## src/rtl/control_pkg.sv

```systemverilog
// Shared definitions for the SAW control sequencer: opcodes, one-hot T-states,
// control-word bit map, FSM state encoding and the execute-phase microcode lookup.
package control_pkg;

   typedef logic [17:0] ctrl_word_t;

   localparam logic [3:0] OP_NOP = 4'b0000;
   localparam logic [3:0] OP_LDA = 4'b0001;
   localparam logic [3:0] OP_STA = 4'b0010;
   localparam logic [3:0] OP_ADD = 4'b0011;
   localparam logic [3:0] OP_SUB = 4'b0100;
   localparam logic [3:0] OP_AND = 4'b0101;
   localparam logic [3:0] OP_OR  = 4'b0110;
   localparam logic [3:0] OP_XOR = 4'b0111;
   localparam logic [3:0] OP_NOT = 4'b1000;
   localparam logic [3:0] OP_LDI = 4'b1001;
   localparam logic [3:0] OP_JMP = 4'b1010;
   localparam logic [3:0] OP_JZ  = 4'b1011;
   localparam logic [3:0] OP_JN  = 4'b1100;
   localparam logic [3:0] OP_OUT = 4'b1101;
   localparam logic [3:0] OP_HLT = 4'b1111;

   localparam logic [4:0] T0 = 5'b00001;
   localparam logic [4:0] T1 = 5'b00010;
   localparam logic [4:0] T2 = 5'b00100;
   localparam logic [4:0] T3 = 5'b01000;
   localparam logic [4:0] T4 = 5'b10000;

   localparam int CTRL_PC_INC  = 0;
   localparam int CTRL_PC_OUT  = 1;
   localparam int CTRL_JMP     = 2;
   localparam int CTRL_MAR_IN  = 3;
   localparam int CTRL_RAM_OUT = 4;
   localparam int CTRL_RAM_IN  = 5;
   localparam int CTRL_IR_IN   = 6;
   localparam int CTRL_IR_OUT  = 7;
   localparam int CTRL_ACC_IN  = 8;
   localparam int CTRL_ACC_OUT = 9;
   localparam int CTRL_BR_IN   = 10;
   localparam int CTRL_ALU_OUT = 11;
   localparam int CTRL_ALU_SUB = 12;
   localparam int CTRL_ALU_AND = 13;
   localparam int CTRL_ALU_OR  = 14;
   localparam int CTRL_ALU_XOR = 15;
   localparam int CTRL_OUT_IN  = 16;
   localparam int CTRL_HLT_SIG = 17;

   localparam ctrl_word_t CW_PC_INC  = ctrl_word_t'(1) << CTRL_PC_INC;
   localparam ctrl_word_t CW_PC_OUT  = ctrl_word_t'(1) << CTRL_PC_OUT;
   localparam ctrl_word_t CW_JMP     = ctrl_word_t'(1) << CTRL_JMP;
   localparam ctrl_word_t CW_MAR_IN  = ctrl_word_t'(1) << CTRL_MAR_IN;
   localparam ctrl_word_t CW_RAM_OUT = ctrl_word_t'(1) << CTRL_RAM_OUT;
   localparam ctrl_word_t CW_RAM_IN  = ctrl_word_t'(1) << CTRL_RAM_IN;
   localparam ctrl_word_t CW_IR_IN   = ctrl_word_t'(1) << CTRL_IR_IN;
   localparam ctrl_word_t CW_IR_OUT  = ctrl_word_t'(1) << CTRL_IR_OUT;
   localparam ctrl_word_t CW_ACC_IN  = ctrl_word_t'(1) << CTRL_ACC_IN;
   localparam ctrl_word_t CW_ACC_OUT = ctrl_word_t'(1) << CTRL_ACC_OUT;
   localparam ctrl_word_t CW_BR_IN   = ctrl_word_t'(1) << CTRL_BR_IN;
   localparam ctrl_word_t CW_ALU_OUT = ctrl_word_t'(1) << CTRL_ALU_OUT;
   localparam ctrl_word_t CW_ALU_SUB = ctrl_word_t'(1) << CTRL_ALU_SUB;
   localparam ctrl_word_t CW_ALU_AND = ctrl_word_t'(1) << CTRL_ALU_AND;
   localparam ctrl_word_t CW_ALU_OR  = ctrl_word_t'(1) << CTRL_ALU_OR;
   localparam ctrl_word_t CW_ALU_XOR = ctrl_word_t'(1) << CTRL_ALU_XOR;
   localparam ctrl_word_t CW_OUT_IN  = ctrl_word_t'(1) << CTRL_OUT_IN;
   localparam ctrl_word_t CW_HLT_SIG = ctrl_word_t'(1) << CTRL_HLT_SIG;

   localparam ctrl_word_t CW_FETCH0 = CW_PC_OUT | CW_MAR_IN;
   localparam ctrl_word_t CW_FETCH1 = CW_PC_INC | CW_RAM_OUT | CW_IR_IN;
   localparam ctrl_word_t CW_RAM    = CW_RAM_OUT | CW_RAM_IN;
   // Register loads and the PC increment must fire exactly once per stretched state.
   localparam ctrl_word_t CW_FINAL_ONLY = CW_PC_INC | CW_IR_IN | CW_ACC_IN | CW_BR_IN;

   localparam logic [2:0] ST_IDLE   = 3'd0;
   localparam logic [2:0] ST_FETCH0 = 3'd1;
   localparam logic [2:0] ST_FETCH1 = 3'd2;
   localparam logic [2:0] ST_EXEC   = 3'd3;
   localparam logic [2:0] ST_HALT   = 3'd4;

   function automatic logic [4:0] exec_last_t(input logic [3:0] op);
      case (op)
         OP_LDA, OP_STA:                         return T3;
         OP_ADD, OP_SUB, OP_AND, OP_OR, OP_XOR:  return T4;
         default:                                return T2;
      endcase
   endfunction

   function automatic ctrl_word_t alu_sel(input logic [3:0] op);
      case (op)
         OP_SUB:  return CW_ALU_SUB;
         OP_AND:  return CW_ALU_AND;
         OP_OR:   return CW_ALU_OR;
         OP_XOR:  return CW_ALU_XOR;
         // AND and OR selected together make the ALU invert the accumulator.
         OP_NOT:  return CW_ALU_AND | CW_ALU_OR;
         default: return '0;
      endcase
   endfunction

   function automatic ctrl_word_t exec_word(input logic [3:0] op, input logic [4:0] t,
                                            input logic z, input logic n);
      ctrl_word_t w;
      w = '0;
      case (op)
         OP_LDA: begin
            if (t == T2)      w = CW_IR_OUT | CW_MAR_IN;
            else if (t == T3) w = CW_RAM_OUT | CW_ACC_IN;
         end
         OP_STA: begin
            if (t == T2)      w = CW_IR_OUT | CW_MAR_IN;
            else if (t == T3) w = CW_ACC_OUT | CW_RAM_IN;
         end
         OP_ADD, OP_SUB, OP_AND, OP_OR, OP_XOR: begin
            if (t == T2)      w = CW_IR_OUT | CW_MAR_IN;
            else if (t == T3) w = CW_RAM_OUT | CW_BR_IN;
            else if (t == T4) w = CW_ALU_OUT | CW_ACC_IN | alu_sel(op);
         end
         OP_NOT: if (t == T2) w = CW_ALU_OUT | CW_ACC_IN | alu_sel(op);
         OP_LDI: if (t == T2) w = CW_IR_OUT | CW_ACC_IN;
         OP_JMP: if (t == T2) w = CW_IR_OUT | CW_JMP;
         OP_JZ:  if (t == T2 && z) w = CW_IR_OUT | CW_JMP;
         OP_JN:  if (t == T2 && n) w = CW_IR_OUT | CW_JMP;
         OP_OUT: if (t == T2) w = CW_ACC_OUT | CW_OUT_IN;
         default: w = '0;
      endcase
      return w;
   endfunction

endpackage

```

## src/rtl/ctrl_wait_timer.sv

```systemverilog
// RAM wait-state timer: 2-bit down-counter loaded with RAM_WAIT on entry to a
// RAM state; last_cycle is high once the count reaches zero.
module ctrl_wait_timer #(
   parameter int RAM_WAIT = 0
) (
   input  logic i_clock,
   input  logic i_clear_n,
   input  logic i_load,
   output logic o_last_cycle
);

   localparam logic [1:0] LOAD_VAL = 2'(RAM_WAIT);

   logic [1:0] r_count;

   always_ff @(negedge i_clock or negedge i_clear_n) begin
      if (!i_clear_n) begin
         r_count <= 2'd0;
      end else if (i_load) begin
         r_count <= LOAD_VAL;
      end else if (r_count != 2'd0) begin
         r_count <= r_count - 2'd1;
      end
   end

   assign o_last_cycle = (r_count == 2'd0);

endmodule

```

## src/rtl/control_seq.sv

```systemverilog
// Ring-counter control sequencer for the SAW CPU, clocked on the falling edge.
// Define STEP_MODE_EN to add the step input and run one instruction per pulse.
//
// state  | meaning
// IDLE   | after reset (and before every T0 in step mode): ctrl_word=0, t_state=T0
// FETCH0 | T0, PC to MAR
// FETCH1 | T1, RAM to IR, PC increment (stretched by RAM wait states)
// EXEC   | T2..T4, opcode microcode; T3 RAM accesses are stretched
// HALT   | hlt_sig only, t_state held at T2 until resume
module control_seq
   import control_pkg::*;
#(
   parameter int RAM_WAIT = 0,
   parameter int VAR_LEN  = 1
) (
   input  logic        clock,
   input  logic        clear_n,
   input  logic [3:0]  instruction,
   input  logic        zero_flag,
   input  logic        neg_flag,
   input  logic        resume,
`ifdef STEP_MODE_EN
   input  logic        step,
`endif
   output logic [17:0] ctrl_word,
   output logic [4:0]  t_state,
   output logic        halted
);

   logic [2:0] r_state;
   logic [4:0] r_t;
   ctrl_word_t r_ctrl;

   logic [2:0] w_state_nxt;
   logic [4:0] w_t_nxt;
   ctrl_word_t w_ctrl_nxt;
   logic [2:0] w_end_state;
   logic       w_start;
   logic       w_last;
   logic       w_hold;
   logic       w_load;
   logic       w_exec_done;

`ifdef STEP_MODE_EN
   assign w_start     = step;
   assign w_end_state = ST_IDLE;
`else
   assign w_start     = 1'b1;
   assign w_end_state = ST_FETCH0;
`endif

   // A RAM state stays put until the wait timer reports its final cycle.
   assign w_hold      = ((r_ctrl & CW_RAM) != '0) && !w_last;
   assign w_exec_done = (VAR_LEN != 0) ? (r_t == exec_last_t(instruction)) : (r_t == T4);

   always_comb begin
      w_state_nxt = r_state;
      w_t_nxt     = r_t;
      if (!w_hold) begin
         case (r_state)
            ST_IDLE: begin
               if (w_start) begin
                  w_state_nxt = ST_FETCH0;
                  w_t_nxt     = T0;
               end
            end
            ST_FETCH0: begin
               w_state_nxt = ST_FETCH1;
               w_t_nxt     = T1;
            end
            ST_FETCH1: begin
               w_state_nxt = (instruction == OP_HLT) ? ST_HALT : ST_EXEC;
               w_t_nxt     = T2;
            end
            ST_EXEC: begin
               if (w_exec_done) begin
                  w_state_nxt = w_end_state;
                  w_t_nxt     = T0;
               end else begin
                  w_t_nxt = r_t << 1;
               end
            end
            ST_HALT: begin
               if (resume) begin
                  w_state_nxt = w_end_state;
                  w_t_nxt     = T0;
               end
            end
            default: begin
               w_state_nxt = ST_IDLE;
               w_t_nxt     = T0;
            end
         endcase
      end
   end

   // The word is registered, so flags are captured on the edge that enters T2.
   always_comb begin
      w_ctrl_nxt = '0;
      if (w_hold) begin
         w_ctrl_nxt = r_ctrl;
      end else begin
         case (w_state_nxt)
            ST_FETCH0: w_ctrl_nxt = CW_FETCH0;
            ST_FETCH1: w_ctrl_nxt = CW_FETCH1;
            ST_EXEC:   w_ctrl_nxt = exec_word(instruction, w_t_nxt, zero_flag, neg_flag);
            ST_HALT:   w_ctrl_nxt = CW_HLT_SIG;
            default:   w_ctrl_nxt = '0;
         endcase
      end
      w_load = !w_hold && ((w_ctrl_nxt & CW_RAM) != '0);
   end

   always_ff @(negedge clock or negedge clear_n) begin
      if (!clear_n) begin
         r_state <= ST_IDLE;
         r_t     <= T0;
         r_ctrl  <= '0;
      end else begin
         r_state <= w_state_nxt;
         r_t     <= w_t_nxt;
         r_ctrl  <= w_ctrl_nxt;
      end
   end

   ctrl_wait_timer #(
      .RAM_WAIT (RAM_WAIT)
   ) u_wait (
      .i_clock      (clock),
      .i_clear_n    (clear_n),
      .i_load       (w_load),
      .o_last_cycle (w_last)
   );

   assign ctrl_word = w_last ? r_ctrl : (r_ctrl & ~CW_FINAL_ONLY);
   assign t_state   = r_t;
   assign halted    = (r_state == ST_HALT);

endmodule

```

## config.mk

```make
export PLATFORM = sky130hd
export DESIGN_NAME = control_seq
export DESIGN_NICKNAME = d
export VERILOG_FILES = /design/src/rtl/control_pkg.sv /design/src/rtl/ctrl_wait_timer.sv /design/src/rtl/control_seq.sv
export SDC_FILE = /design/constraint.sdc
export NUM_CORES = 1
export LEC_CHECK = 0
export CAP_MARGIN = 15
export CORE_ASPECT_RATIO = 1.25
export CORE_MARGIN = 8
export CORE_UTILIZATION = 32
export CTS_BUF_LIST = sky130_fd_sc_hd__clkbuf_4 sky130_fd_sc_hd__clkbuf_8 sky130_fd_sc_hd__clkbuf_16
export DETAILED_ROUTE_END_ITERATION = 8
export GPL_TIMING_DRIVEN = 1
export PLACE_DENSITY = 0.53
export SYNTH_ARGS = -nofsm -noshare
export SYNTH_HDL_FRONTEND = slang
export SYNTH_HIERARCHICAL = 1
export SYNTH_SLANG_ARGS = --single-unit
```

## constraint.sdc

```tcl
create_clock -name clock -period 5.11 [get_ports clock]
set_clock_uncertainty 0.05 [all_clocks]
set_input_delay 0.7665 -clock clock [delete_from_list [all_inputs] [get_ports clock]]
set_output_delay 0.7665 -clock clock [all_outputs]
set_load 0.01 [all_outputs]
```

==> flow_summary.toml <==
[status]
status = "complete, no violations"

[clock_network]
cts_root_buffer = "clkbuf_8"
clkLatencyLatePin_ps = 340
numClockSinks = 27
clockBufferDepth = 2
cts_tree = "built"
h-tree-depth = 1
clkTransAtPathRegs_ps = 70
numCtsBuffers = 3

[placed_design]
dp_hpwl_mm = 3.663
gp_congestion = 0.7803
dp_cells = 314
dpl-instance-area_sq_um = 2328
placement.io_buffers = 32

[route]
vias_per_cell = 5.217
drtPass1Iterations = 4
drt_iter0_markers = 89
routedWlPerCell_microns = 15.24
dr_total_vias = 1685
postRouteWirelength_mm = 4.924
drcViolationCount = 0
postRouteAntennaNets = 0

[finish]
final_area_sq_um = 2407
diodes = 0
fin_nets = 268
area.growth.synth_to_final_pct = 29.82
post-route-util = 0.4222
fin_cells = 323
layout-drive-gt1-share = 0.2724

[timing]
setup_viol = 0
grt_setup_unrepaired = "no"
tns_ps = 0
drv_slew = 0
hold_viol = 0
max_slew_margin = 0.5808
worstMarginPinSlew_ps = 628.8

[floorplan]
initial_utilization = 0.3252
core_sq_um = 5702
die_h_microns = 101.1
rows = 31
io_pins = 33
fp.dieW_microns = 84.09
dieArea_sq_um = 8501

[critical_path]
cp-start-kind = "primary input"
end_kind = "register"
worstPathMaxFanout = 10
reg2reg_depth = 11
worstPathRequired_ps = 2640
critPathSlowestCell = "or3_1"
cp.depth = 11
crit_type = "primary input to register"
cpLargestDelayFamily = "compound AO/OA/AOI/OAI gates"
crit_chain = "buf_2, or3_1, o32ai_2, o211ai_2, buf_4, o211ai_2, buf_4, nor3b_4, buf_4, a32oi_1, o21ai_1"
max_stage_delay_ps = 370
path_buf_inv = 4
cp_common_cell = "buf_4"
cp_data_arrival_time_ps = 2540

[worst_hold_path]
whs_path_depth = 2
hp-class = "register to register"

[yosys]
synthFlopType = "dfrtn_1"
yosysMostFrequentCell = "nand2_1"
syn_inst = 207
synth_cell_types = 63
synth-seq-cells = 27
yosys.area.top_type = "dfrtn_1"
synth-seq-area-share = 0.3650
synth_edf_count = 0
synth_fp_nets = 217
async_flop_share = 1.000
synth_area_sq_um = 1854
ys_top_cells_by_area = "dfrtn_1 (35%), buf_4 (7.3%), nand2_1 (6.7%)"
yosys_warnings = 6
syn_area_per_cell_sq_um = 8.958
synth_top_cell_area_share = 0.3509
synthTopCellsByCount = "nand2_1 (33), dfrtn_1 (26), buf_4 (18)"

[power_and_ir_drop]
switchingPower_w = 0.0003585
leakage_nw = 1.085
swShare = 0.3737
peakVddDrop_v = 0.0001976
combPwrFrac = 0.546
internal_power_w = 0.0006007
powerDensity_nw_per_um2 = 398.4
p_seq_frac = 0.313
p_clk_frac = 0.140
total_power_w = 0.0009591

[global_routing]
overflow = 0
antenna_found_initial = 0
grt_use_total = 0.1184
grt_pass1_wl_mm = 8.362
grt_pass1_vias = 1720
grt_max_degree = 28

[run]
drv_cap = 0
[logic make-up after synthesis]
group	synth area share
and+or+nand+nor	0.2341
AOI/OAI and AO/OA	0.2544
buffers and inverters	0.1242
DFF	0.3650
xor gates and xnor gates	0.009448
muxes	0.006072
adders and majority gates	0.006747
[per-stage QoR]
stage	hold slack, ps	worst slack (ps)
after floorplan	349.8	7.906
final	364.1	98.48
after detailed placement	370.0	-634.7
after CTS	372.0	3.149
after global routing	415.7	13.33
after global placement	368.9	-603.9
[power by group through the flow]
stage	combinational (W)	clock [W]	sequential [W]
detailed placement	0.000492	0.00000245	0.000302
CTS	0.000519	0.000140	0.000301
global placement	0.000492	0.00000245	0.000304
finish	0.000524	0.000135	0.000300
global route	0.000576	0.000147	0.000307
floorplan	0.000294	0.00000245	0.000298
[layer usage]
layer	up-vias	global-route usage	wire length [microns]
li1	829	-	-
met1	815	0.1409	2200
met2	37	0.2084	2479
met3	4	0.01861	180
met4	0	0.04394	63
met5	-	0	0
[placed cells by master, fill, tap and decap left out, types with 4 or more instances in the layout]
master	Yosys	routed
inv_1	11	11
o21ai_1	4	4
a32oi_1	4	4
nand2_1	33	33
dfrtn_1	26	26
o21ai_0	10	10
buf_4	18	38
o21a_1	4	4
nor2_1	15	15
nor3_1	5	4
clkbuf_2	0	4
and2_1	6	6
clkdlybuf4s50_1	0	27
[sequential cells by signal (all words and copies together) (netlist names)]
register and count:
u_wait/r_count 2, r_ctrl 17, r_state 3, t_state 5
[worst paths after layout]
kind | startpoint | end | slack, ps
setup / recovery | instruction[2] | r_ctrl[13] | 100
hold / removal | r_ctrl[6] | r_ctrl[6] | 360
setup reg to reg | u_wait/r_count[0] | r_ctrl[8] | 2070
hold reg to reg | r_ctrl[6] | r_ctrl[6] | 360
max in group asynchronous | clear_n | t_state[0] | 1390
min in group asynchronous | clear_n | t_state[1] | 3240
[worst register-to-register path, stage by stage (launching register included)]
cell and delay, ps:
dfrtn_1 430, inv_1 50, ha_1 220, buf_4 170, o21ba_2 640, nor2_1 210, a32o_1 330, buf_4 150
and2_1 140, mux2_2 250, a32oi_1 190, nand2_1 70
[area by class of cell]
| cell class | instances | area, sq um |
|---|---|---|
| sequential | 27 | 676.9 |
| clock buffer | 3 | 41.29 |
| clock inverter | 2 | 11.26 |
| timing repair buffer | 71 | 591.8 |
| multi-input combinational | 144 | 965.9 |
| inverter | 10 | 37.54 |
| fill | 568 | 3294 |
| tap | 66 | 82.58 |
[repair_timing]
item	4_1_cts	5_1_grt
hold buffers	0	0
buffers inserted	4	1
setup endpoints to repair	16	15
gates resized for setup	12	10
pin swaps	11	8
gates cloned	0	0
No activity file was read; power rests on OpenSTA's default activity.
